`config.mk`:
```
export PLATFORM = sky130hd
export DESIGN_NAME = video_ram_scanout
export DESIGN_NICKNAME = d
export VERILOG_FILES = /design/src/rtl/lcd_pkg.sv /design/src/rtl/video_ram_scanout.sv
export SDC_FILE = /design/constraint.sdc
export NUM_CORES = 1
export LEC_CHECK = 0
export CORE_ASPECT_RATIO = 1.4
export CORE_MARGIN = 5
export CORE_UTILIZATION = 25
export DETAILED_ROUTE_END_ITERATION = 10
export PLACE_DENSITY = 0.43
export RECOVER_POWER = 50
export SKIP_LAST_GASP = 1
export SLEW_MARGIN = 40
export SYNTH_ARGS = -nofsm -noshare
export SYNTH_HDL_FRONTEND = slang
export SYNTH_SLANG_ARGS = --single-unit
export TNS_END_PERCENT = 10
```
`constraint.sdc`:
```
create_clock -name clock -period 1.8 [get_ports clock]
set_input_delay 0.36 -clock clock [delete_from_list [all_inputs] [get_ports clock]]
set_output_delay 0.36 -clock clock [all_outputs]
set_load 0.01 [all_outputs]
```
`src/rtl/lcd_pkg.sv`:
```
// Shared LCD definitions: dot-matrix geometry, icon nibble addresses, scan FSM states
// and the dot-to-RAM address mapping.
package lcd_pkg;

    localparam int LCD_WIDTH  = 32;
    localparam int LCD_HEIGHT = 16;

    localparam logic [7:0] ICON_ADDR_LO = 8'h80;
    localparam logic [7:0] ICON_ADDR_HI = 8'h81;

    typedef enum logic [2:0] {
        IDLE    = 3'd0,
        ICON0   = 3'd1,
        ICON1   = 3'd2,
        FETCH   = 3'd3,
        PRESENT = 3'd4
    } scan_state_t;

    // Four vertically adjacent dots share one nibble; y[1:0] selects the bit.
    function automatic logic [7:0] dot_address(input logic [4:0] x, input logic [3:0] y);
        return {1'b0, y[3:2], x};
    endfunction

endpackage

```
`src/rtl/video_ram_scanout.sv`:
```
// Frame scanner for the 256x4 LCD video RAM: latches the icon nibbles, then streams the
// 32x16 dot matrix in raster order over a valid/ready pixel interface.
module video_ram_scanout
    import lcd_pkg::*;
#(
    parameter int READ_LATENCY = 1
) (
    input  logic       clock,
    input  logic       reset,
    input  logic       start_frame,
    output logic [7:0] vram_address,
    input  logic [3:0] vram_q,
    output logic       pixel_valid,
    input  logic       pixel_ready,
    output logic       pixel_on,
    output logic [4:0] pixel_x,
    output logic [3:0] pixel_y,
    output logic       pixel_last,
    output logic [7:0] icons,
    output logic       busy
);

    scan_state_t r_state;
    scan_state_t w_next_state;

    logic       r_wait_arm;
    logic [1:0] r_wait_cnt;
    logic [4:0] r_x;
    logic [3:0] r_y;
    logic [7:0] r_shadow;

    logic [7:0] r_vram_address;
    logic       r_pixel_valid;
    logic       r_pixel_on;
    logic [4:0] r_pixel_x;
    logic [3:0] r_pixel_y;
    logic       r_pixel_last;
    logic [7:0] r_icons;
    logic       r_busy;

    logic       w_data_ok;
    logic       w_accept;
    logic       w_last_pos;
    logic       w_enter_read;
    logic [4:0] w_fetch_x;
    logic [3:0] w_fetch_y;
    logic [7:0] w_next_addr;

    // The first cycle of every read state launches the address; the counter covers the rest.
    assign w_data_ok  = !r_wait_arm && (r_wait_cnt == 2'd0);
    assign w_accept   = (r_state == PRESENT) && pixel_ready;
    assign w_last_pos = (r_x == 5'(LCD_WIDTH - 1)) && (r_y == 4'(LCD_HEIGHT - 1));

    // State register
    always_ff @(posedge clock) begin
        if (reset) begin
            r_state <= IDLE;
        end else begin
            r_state <= w_next_state;
        end
    end

    // Next-state decode
    always_comb begin
        w_next_state = r_state;
        case (r_state)
            IDLE:    if (start_frame) w_next_state = ICON0; else w_next_state = IDLE;
            ICON0:   if (w_data_ok)   w_next_state = ICON1; else w_next_state = ICON0;
            ICON1:   if (w_data_ok)   w_next_state = FETCH; else w_next_state = ICON1;
            FETCH:   if (w_data_ok)   w_next_state = PRESENT; else w_next_state = FETCH;
            PRESENT: begin
                if (w_accept) begin
                    if (w_last_pos) w_next_state = IDLE; else w_next_state = FETCH;
                end else begin
                    w_next_state = PRESENT;
                end
            end
            default: w_next_state = IDLE;
        endcase
    end

    // Read-launch decode: next scan position and the address issued on entering a read state
    always_comb begin
        w_enter_read = 1'b0;
        w_next_addr  = r_vram_address;
        w_fetch_x    = 5'd0;
        w_fetch_y    = 4'd0;
        if (r_state == PRESENT) begin
            w_fetch_x = r_x + 5'd1;
            w_fetch_y = r_y + {3'd0, (r_x == 5'(LCD_WIDTH - 1))};
        end else begin
            w_fetch_x = 5'd0;
            w_fetch_y = 4'd0;
        end
        if (w_next_state != r_state) begin
            case (w_next_state)
                ICON0:   begin w_enter_read = 1'b1; w_next_addr = ICON_ADDR_LO; end
                ICON1:   begin w_enter_read = 1'b1; w_next_addr = ICON_ADDR_HI; end
                FETCH:   begin w_enter_read = 1'b1; w_next_addr = dot_address(w_fetch_x, w_fetch_y); end
                default: w_enter_read = 1'b0;
            endcase
        end else begin
            w_enter_read = 1'b0;
        end
    end

    // Datapath: address, wait counter, scan position, icon shadow and pixel outputs
    always_ff @(posedge clock) begin
        if (reset) begin
            r_wait_arm     <= 1'b0;
            r_wait_cnt     <= 2'd0;
            r_x            <= 5'd0;
            r_y            <= 4'd0;
            r_shadow       <= 8'h00;
            r_vram_address <= 8'h00;
            r_pixel_valid  <= 1'b0;
            r_pixel_on     <= 1'b0;
            r_pixel_x      <= 5'd0;
            r_pixel_y      <= 4'd0;
            r_pixel_last   <= 1'b0;
            r_icons        <= 8'h00;
            r_busy         <= 1'b0;
        end else begin
            r_busy <= (w_next_state != IDLE);
            if (w_enter_read) begin
                r_vram_address <= w_next_addr;
                r_wait_arm     <= 1'b1;
                r_wait_cnt     <= 2'(READ_LATENCY - 1);
            end else if (r_wait_arm) begin
                r_wait_arm <= 1'b0;
            end else if (r_wait_cnt != 2'd0) begin
                r_wait_cnt <= r_wait_cnt - 2'd1;
            end
            if ((r_state == ICON0) && w_data_ok) begin
                r_shadow[3:0] <= vram_q;
            end
            if ((r_state == ICON1) && w_data_ok) begin
                r_shadow[7:4] <= vram_q;
                r_x           <= 5'd0;
                r_y           <= 4'd0;
            end
            if ((r_state == FETCH) && w_data_ok) begin
                r_pixel_valid <= 1'b1;
                r_pixel_on    <= vram_q[r_y[1:0]];
                r_pixel_x     <= r_x;
                r_pixel_y     <= r_y;
                r_pixel_last  <= w_last_pos;
            end
            // Icons are committed only with the final pixel so a frame never shows a torn update.
            if (w_accept) begin
                r_pixel_valid <= 1'b0;
                if (w_last_pos) begin
                    r_icons <= r_shadow;
                end else begin
                    r_x <= w_fetch_x;
                    r_y <= w_fetch_y;
                end
            end
        end
    end

    assign vram_address = r_vram_address;
    assign pixel_valid  = r_pixel_valid;
    assign pixel_on     = r_pixel_on;
    assign pixel_x      = r_pixel_x;
    assign pixel_y      = r_pixel_y;
    assign pixel_last   = r_pixel_last;
    assign icons        = r_icons;
    assign busy         = r_busy;

endmodule
```
==> metrics.sh, run 1 <==
STATUS='finished, final reports clean'
LAYOUT_COMMONEST_CELL='dfxtp_1'
H-TREE-DEPTH=2
SYN-NUM-NETS=259
ROUTED_WIRE_LENGTH_PER_INSTANCE_MICRONS=14.3
CLKSINKCOUNT=52
CLOCK_PATH_BUFFERS=2
DIEAREA_SQ_UM=10500
LAYOUT_CELLS_SIZED_ABOVE_1_PCT=18.8
CTSROOTBUFFERMASTER='clkbuf_16'
R2R-END='vram_address[4]'
GRT_START_MAX_NET_PINS=27
DATA_REQUIRED_TIME_AT_THE_WORST_ENDPOINT_NS=1.99
CP_MAX_FO=8
DR.PASS1.ITERS=4
PORT_BUFFERS=36
GP_ROUTABILITY_CONGESTION=0.791
CTS_TREE='built'
NETLIST_AREA_SQ_UM=2130
HOLD_PATH_STARTPOINT='icons[2]'
SYNTH-SEQ-AREA-SHARE_PCT=48.9
SETUP_VIOLATIONS=0
TOPROUTINGLAYERUSED='met4'
PERIOD_SHARE_PCT=98.1
DRT_ITER0_DRC=101
MAXCAPVIOLATIONS=0
ROUTE.VIAS.TOTAL=1872
WORST_PATH_CELL_TRACE='ha_4 -> and3_1 -> ha_2 -> nand3_4 -> o21ai_4 -> o21a_4 -> a21o_4 -> a32o_1'
NNETSFINAL=315
INSERTEDDIODECOUNT=0
FP.COREAREA_SQ_UM=8250
ASYNCSETRESETFLOPFRACSYNTH_PCT=0
CRIT_SLOWEST_CELL='dfxtp_4'
DRC_ERRORS_LEFT=0
SYNTH_ENABLE_FLOP_CELLS=0
SYNTH_TOP_CELLS_BY_AREA='dfxtp_1 49%, nand2_1 7.2%, a21oi_1 6.4%'
SYN_INST=246
YOSYSUNIQUECELLTYPES=34
VIAS_IN_THE_FIRST_GLOBAL_ROUTE=1913
WORST_EP_ARRIVAL_TIME_NS=1.95
P_SWITCHING_W=0.00118
GRT_FIRST_PASS_WIRELENGTH_MICRONS=9590
FINAL_HOLD_SLACK_NS=0.451
MET1_LAYER_WIRELENGTH_IN_THE_FINAL_ROUTING_MICRONS=2440
HOLDPATHSTAGES=2
HP-CLASS='flop to flop'
P_TOTAL_W=0.00368
GRTUSAGETOTAL_PCT=11.6
HOLDPATHEND='icons[2]'
YS_FF_LATCH=52
CTSHOLDBUFFERS=0
MET2WIRELENGTH_MICRONS=3110
POWER.DENSITY_nW_PER_UM2=1210
INITIAL_UTIL_PCT=25.8
TIGHTESTPINTRANSITION_NS=0.334
SETUP.WORST_PATH.END_CLASS='flop'
POWER.SHARE.CLOCK_PCT=27.9
TIMING.CRITICAL_PATH.SLOWEST_CELL_DELAY_NS=0.35
CHIPWIDTH_MICRONS=88.0
WORSTREGTOREGCELLS=8
ANT_NETS=0
AVGSYNTHCELLAREA_SQ_UM=8.65
FINALSETUPTNS_NS=0
INITIAL_ANTENNA_VIOLATION_COUNT=0
POWER.IR.VDD_WORST_V=0.000570
CELLINTERNALPOWER_W=0.00250
STD_CELL_ROWS=39
MIN_CYCLE_TIME_LAYOUT_NS=1.77
STARTPOINT_TYPE='flop'
SHARE_SEQ_OF_TOTAL_POWER_PCT=37.2
SWITCHING_SHARE_OF_POWER_PCT=32.1
POWER.STATIC_LEAKAGE_nW=1.20
IO_PINS=37
SYNTH-MAIN-FF-CELL='dfxtp_1'
AREA_GROWTH_PCT=42.5
SYNTH_TOP_CELL_BY_AREA='dfxtp_1'
FP.DIEH_MICRONS=119
MAXSLEWHEADROOM_PCT=77.7
METAL3_WL_MICRONS=140
RSZ0062_AT_GRT='yes'
TOTAL_GLOBAL_ROUTING_OVERFLOW=0
WORST-R2R-SETUP-SLACK_NS=0.03
CLK_LATENCY_NS=0.29
SLEW_VIOLATIONS=0
VIAS_PER_CELL=4.62
WORST_R2R_STARTPOINT='r_x[0]'
MOST_FREQUENT_CELLS_IN_THE_LAYOUT='50 x dfxtp_1, 39 x nand2_1, 35 x nor2_1'
SYNTH.YOSYS.WARNINGS=0
FMAX_GHz=0.566
TIMING_HOLD_VIOLATIONS_FINAL=0
PLACE.DETAILED.HPWL_MICRONS=4300
COMBINATIONALPOWERSHARE_PCT=34.9
PATH_CLASS='flop to flop'
FINALCLOCKSKEW_NS=0.00808
ROUTED_WIRELENGTH_MICRONS=5780
CLK_PIN_SLEW_WORST_SETUP_HOLD_PATHS_NS=0.07
YOSYS.AREA.TOP_TYPE_SHARE_PCT=48.9
CTS_BUF_COUNT=5
[cells by family after synthesis]
kind of cell | synth area share (%)
AO/OA/AOI/OAI | 14.0
XOR/XNOR | 2.47
adder cells (fa/ha/maj) | 2.94
buffers and inverters | 3.35
flip-flops | 48.9
multiplexers | 5.29
AND/OR/NAND/NOR | 23.0
[synthesized netlist by cell type, drive strengths merged (2+ instances only)]
library cell  count
xor2              5
nand3b            3
a21oi            27
dfxtp            52
nor3              2
nor2b             2
nor4              2
mux2i             9
o21ai             3
nor2             36
a31oi             5
nand3            19
nand2            41
a32o              4
and3              2
o21a              2
ha                5
clkbuf           10
inv               2
buf               2
a31o              2
[critical path, delay by kind of cell (launching register included)]
family	cells	cell delay (ns)
adder cells (fa/ha/maj)	2	0.34
AO/OA/AOI/OAI	4	0.70
AND/OR/NAND/NOR	2	0.27
flip-flops	1	0.35
[flip-flops by register name, summed over array words and instances, names as in the netlist]
register      flops
r_shadow          8
r_wait_cnt        2
pixel_on          1
pixel_last        1
r_state           3
pixel_valid       1
pixel_x           5
r_wait_arm        1
icons             8
vram_address      8
r_y               4
pixel_y           4
r_x               5
busy              1
[layer usage]
metal	vias to the layer above	track usage [%]
li1	959	-
met2	22	20.4
met5	-	0
met1	884	13.8
met4	0	4.03
met3	7	2.14
[how the worst max path moves through the flow]
stage | cells past startpoint | slack [ns] | to | from
3_3_place_gp | 6 | -0.15 | vram_address[1] | pixel_ready
3_5_place_dp | 6 | -0.16 | vram_address[1] | pixel_ready
2_1_floorplan | 8 | -0.03 | icons[0] | r_x[1]
4_1_cts | 8 | -0.04 | vram_address[6] | r_x[0]
6_report | 8 | 0.03 | vram_address[4] | r_x[0]
5_1_grt | 9 | -0.04 | vram_address[6] | r_x[1]
[timing repair]
item                                    4_1_cts  5_1_grt
pin swaps                                     0        8
buffers inserted                              0        1
endpoints found under the setup margin       11       27
resized for setup                             1       20
[final cells by class]
cell class / count / area [sq um]
Clock buffer: 6 / 150
Clock inverter: 2 / 12.5
Multi-Input combinational cell: 179 / 1110
Timing Repair Buffer: 61 / 576
Sequential cell: 52 / 1050
Tap cell: 102 / 128
Inverter: 3 / 11.3
Fill cell: 857 / 5220
[power groups by stage]
stage / combinational [W] / clock, W / sequential, W
3_3_place_gp: 0.00119 / 0 / 0.00139
3_5_place_dp: 0.00118 / 0 / 0.00140
5_1_grt: 0.00142 / 0.00110 / 0.00139
2_1_floorplan: 0.000797 / 0 / 0.00137
4_1_cts: 0.00119 / 0.00106 / 0.00137
6_report: 0.00128 / 0.00102 / 0.00137
[stage by stage]
step | cells | utilization (%) | setup slack, ns | instance area, sq um
final | 405 | 36.7 | 0.0336 | 3030
after global routing | 405 | 36.7 | -0.0387 | 3030
after CTS | 404 | 35.8 | -0.0393 | 2950
after detailed placement | 396 | 33.8 | -0.158 | 2790
after global placement | 396 | 33.8 | -0.146 | 2790
after floorplan | 246 | - | -0.0306 | 2170
Power figures use the tool's default switching activity.
==> run 2: changes to the inputs <==
- SKIP_LAST_GASP: 1 -> unset
==> run 2 against run 1 <==
Against the previous run: via count decreased by 0.53%; global-route usage about the same; total power increased by 0.11%; clock skew about the same; register-to-register slack improved by 0.03 ns; design area increased by 0.21%; sequential power about the same; first-iteration DRC count increased by 6.9%; final cell count unchanged; largest cell class unchanged; largest power group unchanged.
==> metrics.sh, run 2 (same netlist as run 1, synthesis figures left out) <==
FINALCLOCKSKEW_NS=0.00830  # was 0.00808 ns
NNETSFINAL=315  # unchanged
CLKSINKCOUNT=52  # unchanged
DR.PASS1.ITERS=4  # unchanged
TIGHTESTPINTRANSITION_NS=0.333  # was 0.334 ns
FP.DIEH_MICRONS=119  # unchanged
SLEW_VIOLATIONS=0  # unchanged
ROUTE.VIAS.TOTAL=1862  # was 1872
STATUS='finished, final reports clean'  # unchanged
WORST_EP_ARRIVAL_TIME_NS=1.92  # was 1.95 ns
POWER.STATIC_LEAKAGE_nW=1.20  # about the same
TIMING.CRITICAL_PATH.SLOWEST_CELL_DELAY_NS=0.35  # about the same
TIMING_HOLD_VIOLATIONS_FINAL=0  # unchanged
ROUTED_WIRE_LENGTH_PER_INSTANCE_MICRONS=14.2  # was 14.3 microns
POWER.IR.VDD_WORST_V=0.000575  # was 0.000570 V
CHIPWIDTH_MICRONS=88.0  # unchanged
PORT_BUFFERS=36  # unchanged
INITIAL_ANTENNA_VIOLATION_COUNT=0  # unchanged
MOST_FREQUENT_CELLS_IN_THE_LAYOUT='50 x dfxtp_1, 39 x nand2_1, 35 x nor2_1'  # unchanged
GRTUSAGETOTAL_PCT=11.6  # about the same
NFILLCELLS=859  # was 857
RSZ0062_AT_GRT='yes'  # unchanged
CRIT_FAMILY='compound AO/OA/AOI/OAI gates'  # unchanged
CTS_TREE='built'  # unchanged
POWER.DENSITY_nW_PER_UM2=1210  # about the same
IO_PINS=37  # unchanged
PERIOD_SHARE_PCT=96.7  # was 98.1%
CLK_LATENCY_NS=0.29  # about the same
GRT_FIRST_PASS_WIRELENGTH_MICRONS=9600  # was 9590 microns
TIMING.CRITICAL_PATH.FROM='r_x[0]'  # unchanged
ROUTED_WIRELENGTH_MICRONS=5760  # was 5780 microns
CTSROOTBUFFERMASTER='clkbuf_16'  # unchanged
AREA_GROWTH_PCT=42.8  # was 42.5%
HOLD_PATH_STARTPOINT='icons[2]'  # unchanged
DRT_ITER0_DRC=108  # was 101
HP-CLASS='flop to flop'  # unchanged
VIAS_IN_THE_FIRST_GLOBAL_ROUTE=1914  # was 1913
DRC_ERRORS_LEFT=0  # unchanged
SETUP.WORST_PATH.END_CLASS='flop'  # unchanged
VIAS_PER_CELL=4.60  # was 4.62
STARTPOINT_TYPE='flop'  # unchanged
GP_ROUTABILITY_CONGESTION=0.791  # unchanged
POST-ROUTE-CELL-AREA_SQ_UM=3040  # was 3030 sq um
CP_MAX_FO=8  # unchanged
SETUP_VIOLATIONS=0  # unchanged
INSERTEDDIODECOUNT=0  # unchanged
PLACE.DETAILED.HPWL_MICRONS=4300  # unchanged
CTS_BUF_COUNT=5  # unchanged
CLK_PIN_SLEW_WORST_SETUP_HOLD_PATHS_NS=0.06  # was 0.07 ns
DIEAREA_SQ_UM=10500  # unchanged
MULTI_INPUT_COMB_AREA_SQ_UM=1110  # about the same
PLACEMENT.CELL_AREA_SQ_UM=2790  # unchanged
STD_CELL_ROWS=39  # unchanged
H-TREE-DEPTH=2  # unchanged
ANT_NETS=0  # unchanged
LAYOUT_COMMONEST_CELL='dfxtp_1'  # unchanged
DATA_REQUIRED_TIME_AT_THE_WORST_ENDPOINT_NS=1.98  # was 1.99 ns
CRIT_SLOWEST_CELL='dfxtp_4'  # unchanged
CTSHOLDBUFFERS=0  # unchanged
FINAL_HOLD_SLACK_NS=0.452  # was 0.451 ns
TOTAL_GLOBAL_ROUTING_OVERFLOW=0  # unchanged
MIN_CYCLE_TIME_LAYOUT_NS=1.74  # was 1.77 ns
LAYOUT_CELLS_SIZED_ABOVE_1_PCT=18.8  # unchanged
CLOCK_PATH_BUFFERS=2  # unchanged
WORST_R2R_STARTPOINT='r_x[0]'  # unchanged
FMAX_GHz=0.575  # was 0.566 GHz
MAXCAPVIOLATIONS=0  # unchanged
MAXSLEWHEADROOM_PCT=77.7  # about the same
PATH_CLASS='flop to flop'  # unchanged
CRITPATHBUFINV=0  # unchanged
SEQUENTIAL_AREA_SQ_UM=1050  # unchanged
FP.COREAREA_SQ_UM=8250  # unchanged
WORST_PATH_CELL_TRACE='ha_4 -> and3_1 -> ha_2 -> nand3_4 -> o21ai_4 -> o21a_4 -> a21o_4 -> a31o_1'  # was ha_4 -> and3_1 -> ha_2 -> nand3_4 -> o21ai_4 -> o21a_4 -> a21o_4 -> a32o_1
GRT_START_MAX_NET_PINS=27  # unchanged
INITIAL_UTIL_PCT=25.8  # unchanged
run 2: cell types whose count changed in the layout (fill, tap and decap cells not counted), sizes merged:
| cell | delta |
|---|---|
| clkdlybuf4s50 | -2 |
| dlygate4sd3 | +2 |
run 2: report_power, final:
part           switching (W)  internal (W)
Combinational       0.000657      0.000628
Clock               0.000430      0.000598
Sequential         0.0000978       0.00127
run 2: worst paths after layout:
| path | depth (start not counted) | end | slack, ns |
|---|---|---|---|
| max | 8 | vram_address[6] | 0.06 |
| min | 2 | icons[2] | 0.45 |
| max reg2reg | 8 | vram_address[6] | 0.06 |
| min reg2reg | 2 | icons[2] | 0.45 |
run 2: metal layers:
layer  track usage, %  share of wire, %
met1             13.9                42
met2             20.4                54
met3             2.14               2.6
met4             4.03               1.5
met5                0                 0
run 2: cell type report:
type,instances,area share (%)
clock inverter,2,0.412
clock buffer,6,4.94
timing repair buffer,61,19.0
inverter,3,0.371
sequential,52,34.4
tap,102,4.20
multi-input combinational,179,36.7
run 2: repair_timing:
action | 4_1_cts | 5_1_grt
endpoints found under the setup margin | 11 | 25
gates resized for setup | 4 | 19
pin swaps | 0 | 9
buffers inserted | 0 | 1
run 2: stage by stage:
stage          instances  utilization (%)  setup TNS, ns  setup WS, ns  power (W)
4_1_cts              404             35.9        -0.0157      -0.00930    0.00363
3_3_place_gp         396             33.8          -1.70        -0.146    0.00258
3_5_place_dp         396             33.8          -1.78        -0.158    0.00258
5_1_grt              405             36.8         -0.314       -0.0365    0.00391
2_1_floorplan        246                -         -0.260       -0.0306    0.00217
6_report             405             36.8              0        0.0602    0.00368
run 2: worst reg2reg max path, stage by stage (launching register included):
cell     delay, ns
dfxtp_4       0.35
ha_4          0.15
and3_1        0.17
ha_2          0.19
nand3_4       0.10
o21ai_4       0.06
o21a_4        0.14
a21o_4        0.25
a31o_1        0.22
==> run 3: changes to the inputs <==
- SKIP_LAST_GASP: unset -> 1
==> results of run 3 <==
No change in the layout: final DEF, timing and power equal those of run 1.
